**config.mk**
```make
export PLATFORM = sky130hd
export DESIGN_NAME = seg_scan_capture_flat
export DESIGN_NICKNAME = d
export VERILOG_FILES = /design/src/rtl/seg_scan_capture_if.sv /design/src/rtl/seg_scan_capture.sv /design/src/flat_wrapper.sv
export SDC_FILE = /design/constraint.sdc
export NUM_CORES = 1
export LEC_CHECK = 0
export CAP_MARGIN = 20
export CORE_ASPECT_RATIO = 1.2
export CORE_MARGIN = 1.5
export CORE_UTILIZATION = 50
export CTS_CLUSTER_DIAMETER = 30
export DETAILED_ROUTE_END_ITERATION = 6
export PLACE_DENSITY = 0.85
export SLEW_MARGIN = 20
export SYNTH_ARGS = -nofsm -noshare
export SYNTH_HDL_FRONTEND = slang
export SYNTH_SLANG_ARGS = --single-unit
```
**constraint.sdc**
```tcl
create_clock -name clk -period 4.09 [get_ports clk]
set_input_delay 0.818 -clock clk [delete_from_list [all_inputs] [get_ports clk]]
set_output_delay 0.818 -clock clk [all_outputs]
set_load 0.02 [all_outputs]
```
**src/rtl/seg_scan_capture_if.sv**
```systemverilog
// Scanned seven-segment display bus as seen from the display side.
// seg/pick are the raw time-multiplexed lines driven by the display driver;
// the remaining signals are the reconstructed digit values and status.
//   seg   : segment lines {a,b,c,d,e,f,g}, a = bit 6
//   pick  : digit selects {pick0,pick1,pick2,pick3}, pick0 = bit 3 = digit 0
//   d0..d3: last captured value per digit
//   vld   : per-digit captured-since-reset flags (pick bit order)
//   upd   : per-digit one-cycle write pulses (pick bit order)
//   err   : per-digit sticky undecodable-pattern flags (pick bit order)
//   frame : one-cycle pulse when all four digits have been refreshed
interface seg_scan_capture_if;
  logic [6:0] seg;
  logic [3:0] pick;
  logic [3:0] d0;
  logic [3:0] d1;
  logic [3:0] d2;
  logic [3:0] d3;
  logic [3:0] vld;
  logic [3:0] upd;
  logic [3:0] err;
  logic       frame;

  // Display driver side (or a bench standing in for it).
  modport master (
    output seg, pick,
    input  d0, d1, d2, d3, vld, upd, err, frame
  );

  // Capture block side.
  modport slave (
    input  seg, pick,
    output d0, d1, d2, d3, vld, upd, err, frame
  );
endinterface

```
**src/rtl/seg_scan_capture.sv**
```systemverilog
// Rebuilds the four hex digits shown on a time-multiplexed 4-digit
// seven-segment display bus.
//   clk : system clock, rising edge
//   r   : synchronous active-high reset
//   bus : seg_scan_capture_if.slave (seg/pick in, digits and status out)
// Parameters:
//   STABLE_CYCLES   : identical consecutive samples needed for a capture (1..15)
//   SEG_ACTIVE_LOW  : segment lines lit when low
//   PICK_ACTIVE_LOW : pick lines selected when low
// All per-digit masks (vld/upd/err) use the pick bit order: digit i is bit 3-i.
module seg_scan_capture #(
  parameter int unsigned STABLE_CYCLES   = 1,
  parameter bit          SEG_ACTIVE_LOW  = 1'b0,
  parameter bit          PICK_ACTIVE_LOW = 1'b0
) (
  input logic                clk,
  input logic                r,
  seg_scan_capture_if.slave  bus
);

  localparam logic [3:0] STABLE = 4'(STABLE_CYCLES);

  // {valid, value}: valid is 0 for any pattern outside the hex table.
  function automatic logic [4:0] seg_decode(input logic [6:0] p);
    logic [4:0] v;
    v = 5'b0_0000;
    case (p)
      7'h7E:   v = {1'b1, 4'h0};
      7'h30:   v = {1'b1, 4'h1};
      7'h6D:   v = {1'b1, 4'h2};
      7'h79:   v = {1'b1, 4'h3};
      7'h33:   v = {1'b1, 4'h4};
      7'h5B:   v = {1'b1, 4'h5};
      7'h5F:   v = {1'b1, 4'h6};
      7'h70:   v = {1'b1, 4'h7};
      7'h7F:   v = {1'b1, 4'h8};
      7'h7B:   v = {1'b1, 4'h9};
      7'h77:   v = {1'b1, 4'hA};
      7'h1F:   v = {1'b1, 4'hB};
      7'h4E:   v = {1'b1, 4'hC};
      7'h3D:   v = {1'b1, 4'hD};
      7'h4F:   v = {1'b1, 4'hE};
      7'h47:   v = {1'b1, 4'hF};
      default: v = 5'b0_0000;
    endcase
    return v;
  endfunction

  logic [6:0]  seg_s;
  logic [3:0]  pick_s;
  logic [10:0] sample_r;     // {pick, seg} after polarity normalisation
  logic [3:0]  cnt_r;
  logic [3:0]  cnt_next_s;
  logic        cap_r;        // sample_r holds a pattern that just became stable
  logic        cap_next_s;
  logic        onehot_s;
  logic        same_s;

  logic [4:0]  dec_s;
  logic [3:0]  sel_s;
  logic [3:0]  upd_next_s;
  logic [3:0]  err_set_s;
  logic        frame_next_s;

  logic [3:0]  digit_r [4];
  logic [3:0]  vld_r;
  logic [3:0]  upd_r;
  logic [3:0]  err_r;
  logic [3:0]  seen_r;
  logic        frame_r;

  // Normalise polarity so that 1 always means lit / selected.
  always_comb begin
    seg_s  = SEG_ACTIVE_LOW  ? ~bus.seg  : bus.seg;
    pick_s = PICK_ACTIVE_LOW ? ~bus.pick : bus.pick;
  end

  // Stability counter: cnt is computed against the previous sample so that a
  // new pattern reads cnt = 1 on the same edge it enters the sample register.
  // The capture flag fires only on the step that reaches STABLE, so a held
  // pattern sitting at the saturated value never re-captures.
  always_comb begin
    onehot_s   = (pick_s != 4'd0) && ((pick_s & (pick_s - 4'd1)) == 4'd0);
    same_s     = ({pick_s, seg_s} == sample_r);
    cnt_next_s = cnt_r;
    cap_next_s = 1'b0;
    if (!onehot_s) begin
      cnt_next_s = 4'd0;
    end else if (same_s) begin
      if (cnt_r < STABLE) begin
        cnt_next_s = cnt_r + 4'd1;
        cap_next_s = ((cnt_r + 4'd1) == STABLE);
      end else begin
        cnt_next_s = STABLE;
      end
    end else begin
      cnt_next_s = 4'd1;
      cap_next_s = (STABLE == 4'd1);
    end
  end

  // Sample register, counter and capture flag.
  always_ff @(posedge clk) begin
    if (r) begin
      sample_r <= 11'd0;
      cnt_r    <= 4'd0;
      cap_r    <= 1'b0;
    end else begin
      sample_r <= {pick_s, seg_s};
      cnt_r    <= cnt_next_s;
      cap_r    <= cap_next_s;
    end
  end

  // Decode the captured sample and work out which digit it addresses.
  // seen clears on a frame, so the completing digit starts no new frame.
  always_comb begin
    dec_s        = seg_decode(sample_r[6:0]);
    sel_s        = sample_r[10:7];
    upd_next_s   = 4'd0;
    err_set_s    = 4'd0;
    if (cap_r) begin
      if (dec_s[4]) begin
        upd_next_s = sel_s;
      end else begin
        err_set_s  = sel_s;
      end
    end else begin
      upd_next_s = 4'd0;
      err_set_s  = 4'd0;
    end
    frame_next_s = (upd_next_s != 4'd0) && ((seen_r | upd_next_s) == 4'b1111);
  end

  // Output registers: digit values, status masks and frame tracking.
  always_ff @(posedge clk) begin
    if (r) begin
      for (int i = 0; i < 4; i++) begin
        digit_r[i] <= 4'd0;
      end
      vld_r   <= 4'd0;
      upd_r   <= 4'd0;
      err_r   <= 4'd0;
      seen_r  <= 4'd0;
      frame_r <= 1'b0;
    end else begin
      for (int i = 0; i < 4; i++) begin
        if (upd_next_s[3-i]) begin
          digit_r[i] <= dec_s[3:0];
        end
      end
      vld_r   <= vld_r | upd_next_s;
      upd_r   <= upd_next_s;
      err_r   <= err_r | err_set_s;
      seen_r  <= frame_next_s ? 4'd0 : (seen_r | upd_next_s);
      frame_r <= frame_next_s;
    end
  end

  assign bus.d0    = digit_r[0];
  assign bus.d1    = digit_r[1];
  assign bus.d2    = digit_r[2];
  assign bus.d3    = digit_r[3];
  assign bus.vld   = vld_r;
  assign bus.upd   = upd_r;
  assign bus.err   = err_r;
  assign bus.frame = frame_r;

endmodule

```
**src/flat_wrapper.sv**
```systemverilog
// flat-port wrapper written by rule: the top's interface ports become plain ports
module seg_scan_capture_flat 
#(
  parameter int unsigned STABLE_CYCLES   = 1,
  parameter bit          SEG_ACTIVE_LOW  = 1'b0,
  parameter bit          PICK_ACTIVE_LOW = 1'b0
)
  (clk, r, bus_seg, bus_pick, bus_d0, bus_d1, bus_d2, bus_d3, bus_vld, bus_upd, bus_err, bus_frame);
  seg_scan_capture_if bus_i ();
  input logic clk;
  input logic r;
  input wire logic [$bits(bus_i.seg)-1:0] bus_seg;
  input wire logic [$bits(bus_i.pick)-1:0] bus_pick;
  output wire logic [$bits(bus_i.d0)-1:0] bus_d0;
  output wire logic [$bits(bus_i.d1)-1:0] bus_d1;
  output wire logic [$bits(bus_i.d2)-1:0] bus_d2;
  output wire logic [$bits(bus_i.d3)-1:0] bus_d3;
  output wire logic [$bits(bus_i.vld)-1:0] bus_vld;
  output wire logic [$bits(bus_i.upd)-1:0] bus_upd;
  output wire logic [$bits(bus_i.err)-1:0] bus_err;
  output wire logic [$bits(bus_i.frame)-1:0] bus_frame;
  assign bus_i.seg = bus_seg;
  assign bus_i.pick = bus_pick;
  assign bus_d0 = bus_i.d0;
  assign bus_d1 = bus_i.d1;
  assign bus_d2 = bus_i.d2;
  assign bus_d3 = bus_i.d3;
  assign bus_vld = bus_i.vld;
  assign bus_upd = bus_i.upd;
  assign bus_err = bus_i.err;
  assign bus_frame = bus_i.frame;
  seg_scan_capture #(.STABLE_CYCLES(STABLE_CYCLES), .SEG_ACTIVE_LOW(SEG_ACTIVE_LOW), .PICK_ACTIVE_LOW(PICK_ACTIVE_LOW)) u_core (.clk(clk), .r(r), .bus(bus_i));
endmodule
```
==> results.ini <==
[clock_network]
cts_resized = 0
hold_buffers = 0
cts-root-buf = clkbuf_8
clk_latency_ns = 0.31
h-tree-depth = 2
cts_tree = built
cts_buffers = 5
clkTransAtPathRegs_ns = 0.09
cts_sinks = 49
cts_buffer_depth = 2
postCtsSetupRepairBufs = 0

[placed_design]
routabilityCongestion = 0.847
hpwl_um = 2800
post-place-ws_ns = 1.24
port_buffers = 41

[critical_path]
cpMaxStageDelayCell = a41oi_2
required_ns = 4.09
end_kind = flip-flop
cp_common_cell = nand2_1
crit_chain = nand2_1 -> nor4b_1 -> nor3_2 -> a41oi_2 -> nand2_1 -> nand2_1
crit-reg2reg-capture = u_core.digit_r[2][2]
reg2regPathDepth = 6
crit_fanout = 20
crit_family = simple AND/OR/NAND/NOR gates
r2r_slack_ns = 1.45
cp_data_arrival_time_ns = 2.64
critPathBufInv = 0
crit_path_max_incr_delay_ns = 0.75
crit_type = reg2reg
r2r-start = u_core.sample_r[0]
startpoint_type = flip-flop

[pwr]
vdd_drop_max_mv = 0.255
powerDensity_mw_per_mm2 = 340
leakage_nw = 0.933

[worst_hold_path]
hold_start = u_core.cnt_r[0]
min_path_type = reg2reg
worstHoldEndpoint = u_core.cnt_r[0]
hold_path_depth = 1

[run_status]
status = complete, no violations

[route]
drt_iter0_drc = 51
drtPass1Iterations = 4
drtAntennaViolNets = 0
drc_errors = 0
drt-total-wl_um = 3900
num_vias = 1678
wl_per_cell_um = 12.2
vias_per_cell = 5.24

[logic_synthesis]
ys_ff_latch = 49
synth_nets = 246
yosysTopAreaCell = dfxtp_1
synthTopCellsByArea = dfxtp_1, edfxtp_1, xnor2_1
netlist_area_mm2 = 0.00221
syn_inst = 230
yosysWarnings = 0
synth.avg_cell_area_um2 = 9.60
synth_seq_area_share_pct = 51.7
yosysUniqueCellTypes = 42
synth_top_area_share_pct = 29.9

[sta]
fin_tns_setup_ns = 0
setup_ws_ns = 1.45
hold_violations = 0
fmax_mhz = 378
min_period_ns = 2.64
slew_viol_final = 0
setup_violations = 0
relSlewSlack_pct = 40.0
finClkSkew_ns = 0.00708
finalCritPeriodShare_pct = 64.6
rsz0062_at_grt = no
worst_pin_slew_ns = 0.900

[grt]
globalRouteMet2Util_pct = 31.9
grt.total_usage_pct = 17.7
overflow = 0
grt_busiest_layer = met2
grt_util_met3_pct = 4.43
first_global_vias = 1500
grt_pass1_wl_um = 6570
grt_use_met1_pct = 20.8
antenna_found_initial = 0
grt_max_degree = 21

[floorplan]
start_util_pct = 51.8
core_mm2 = 0.00426
die_y_um = 75.8
die_area_mm2 = 0.00483
io_pins = 42
chipWidth_um = 63.7
std_cell_rows = 26

[final_layout]
synthToLayoutAreaGrowth_pct = 22.7
insertedDiodeCount = 0
final_nets = 279
drive_gt1_share_pct = 5.68
nFillCells = 348

[run]
maxCapViolations = 0

-- worst max-delay path by stage --
| stage | to | from | cells after the start | slack (ns) |
|---|---|---|---|---|
| after floorplan | u_core.digit_r[0][0] | u_core.sample_r[5] | 8 | 2.25 |
| after global placement | u_core.digit_r[1][1] | r | 5 | 1.31 |
| after detailed placement | u_core.digit_r[2][1] | r | 5 | 1.24 |
| after CTS | u_core.digit_r[2][2] | u_core.sample_r[0] | 6 | 1.49 |
| after global routing | u_core.digit_r[0][3] | u_core.sample_r[0] | 6 | 1.13 |
| final | u_core.digit_r[2][2] | u_core.sample_r[0] | 6 | 1.45 |
-- kinds of logic after synthesis --
group	count (synthesis)	synth area share [%]
buf+inv	21	4.36
xor+xnor	14	5.55
compound gates	39	11.4
other cells	1	0.170
simple gates	103	25.1
flops	49	51.7
fa+ha+maj	3	1.70
-- routing by layer --
metal	up-vias	wire, um
met4	0	48
met1	762	1720
met5	-	0
met3	4	192
li1	861	-
met2	51	1940
-- cell usage after synthesis --
master,count
conb_1,1
or2_1,1
nor4_2,2
a22o_1,4
nand2_2,1
a211oi_1,2
ha_1,3
o211ai_1,1
nand2_1,20
a41oi_2,1
buf_4,3
a21oi_4,1
or3_1,2
or3b_1,1
nor4b_1,1
xnor2_1,12
nor2_1,25
xor2_1,2
inv_1,6
edfxtp_1,16
a21oi_1,15
clkbuf_1,7
dfxtp_1,33
and4_1,1
o21ai_0,7
o22ai_1,1
nand3_1,3
nor3_2,1
or4b_1,1
nand2b_1,2
and2_1,4
a32oi_1,1
nor3b_1,1
and3_1,7
nor2b_1,16
a2bb2oi_1,1
nand4_1,3
o21ai_2,1
o21ai_1,4
nand4b_1,3
nor3_1,8
buf_2,5
-- state kept, by name, summed over array words and instances (netlist names) --
register,cells
u_core.cnt_r,4
u_core.cap_r,1
u_core.bus.frame,1
u_core.sample_r,11
u_core.bus.vld,4
u_core.digit_r,16
u_core.bus.err,4
u_core.bus.upd,4
u_core.seen_r,4
-- metrics by stage --
stage | total power (W) | cells | cell area, um^2 | hold WS (ns) | utilization [%]
after detailed placement | 0.000645 | 312 | 2620 | 0.463 | 61.4
after global routing | 0.000957 | 320 | 2710 | 0.502 | 63.6
after floorplan | 0.000603 | 230 | 2210 | 0.435 | -
after global placement | 0.000642 | 312 | 2620 | 0.449 | 61.4
final | 0.000920 | 320 | 2710 | 0.474 | 63.6
after CTS | 0.000925 | 320 | 2710 | 0.475 | 63.6
-- layout make-up --
type	count	area [um^2]	area share, %
tap	56	70.1	2.59
sequential	49	1140	42.1
inverter	6	22.5	0.831
clock buffer	5	68.8	2.54
multi-input combinational	160	971	35.8
timing repair buffer	41	410	15.2
clock inverter	3	25.0	0.924
-- power breakdown --
group | leakage [nW] | switching (W) | total (W) | internal [W]
registers | 0.422 | 0.0000210 | 0.000539 | 0.000518
clock network | 0.0447 | 0.000164 | 0.000287 | 0.000123
logic | 0.467 | 0.0000466 | 0.0000947 | 0.0000481
total | 0.933 | 0.000231 | 0.000920 | 0.000689
-- placed cells by master (no fill, tap or decap), drive strengths merged, types with 2 or more instances in the layout --
master / netlist / routed
nand4b: 3 / 3
nand4: 3 / 3
xnor2: 12 / 12
nand3: 3 / 3
dfxtp: 33 / 33
nand2b: 2 / 2
xor2: 2 / 2
edfxtp: 16 / 16
nor4: 2 / 2
ha: 3 / 3
and3: 7 / 7
nor2b: 16 / 16
nand2: 21 / 21
and2: 4 / 4
nor2: 25 / 25
clkdlybuf4s50: 0 / 41
a211oi: 2 / 2
or3: 2 / 2
o21ai: 12 / 12
nor3: 9 / 9
a21oi: 16 / 16
inv: 6 / 7
a22o: 4 / 4
clkbuf: 7 / 5
(Power assumes the default switching activity.)
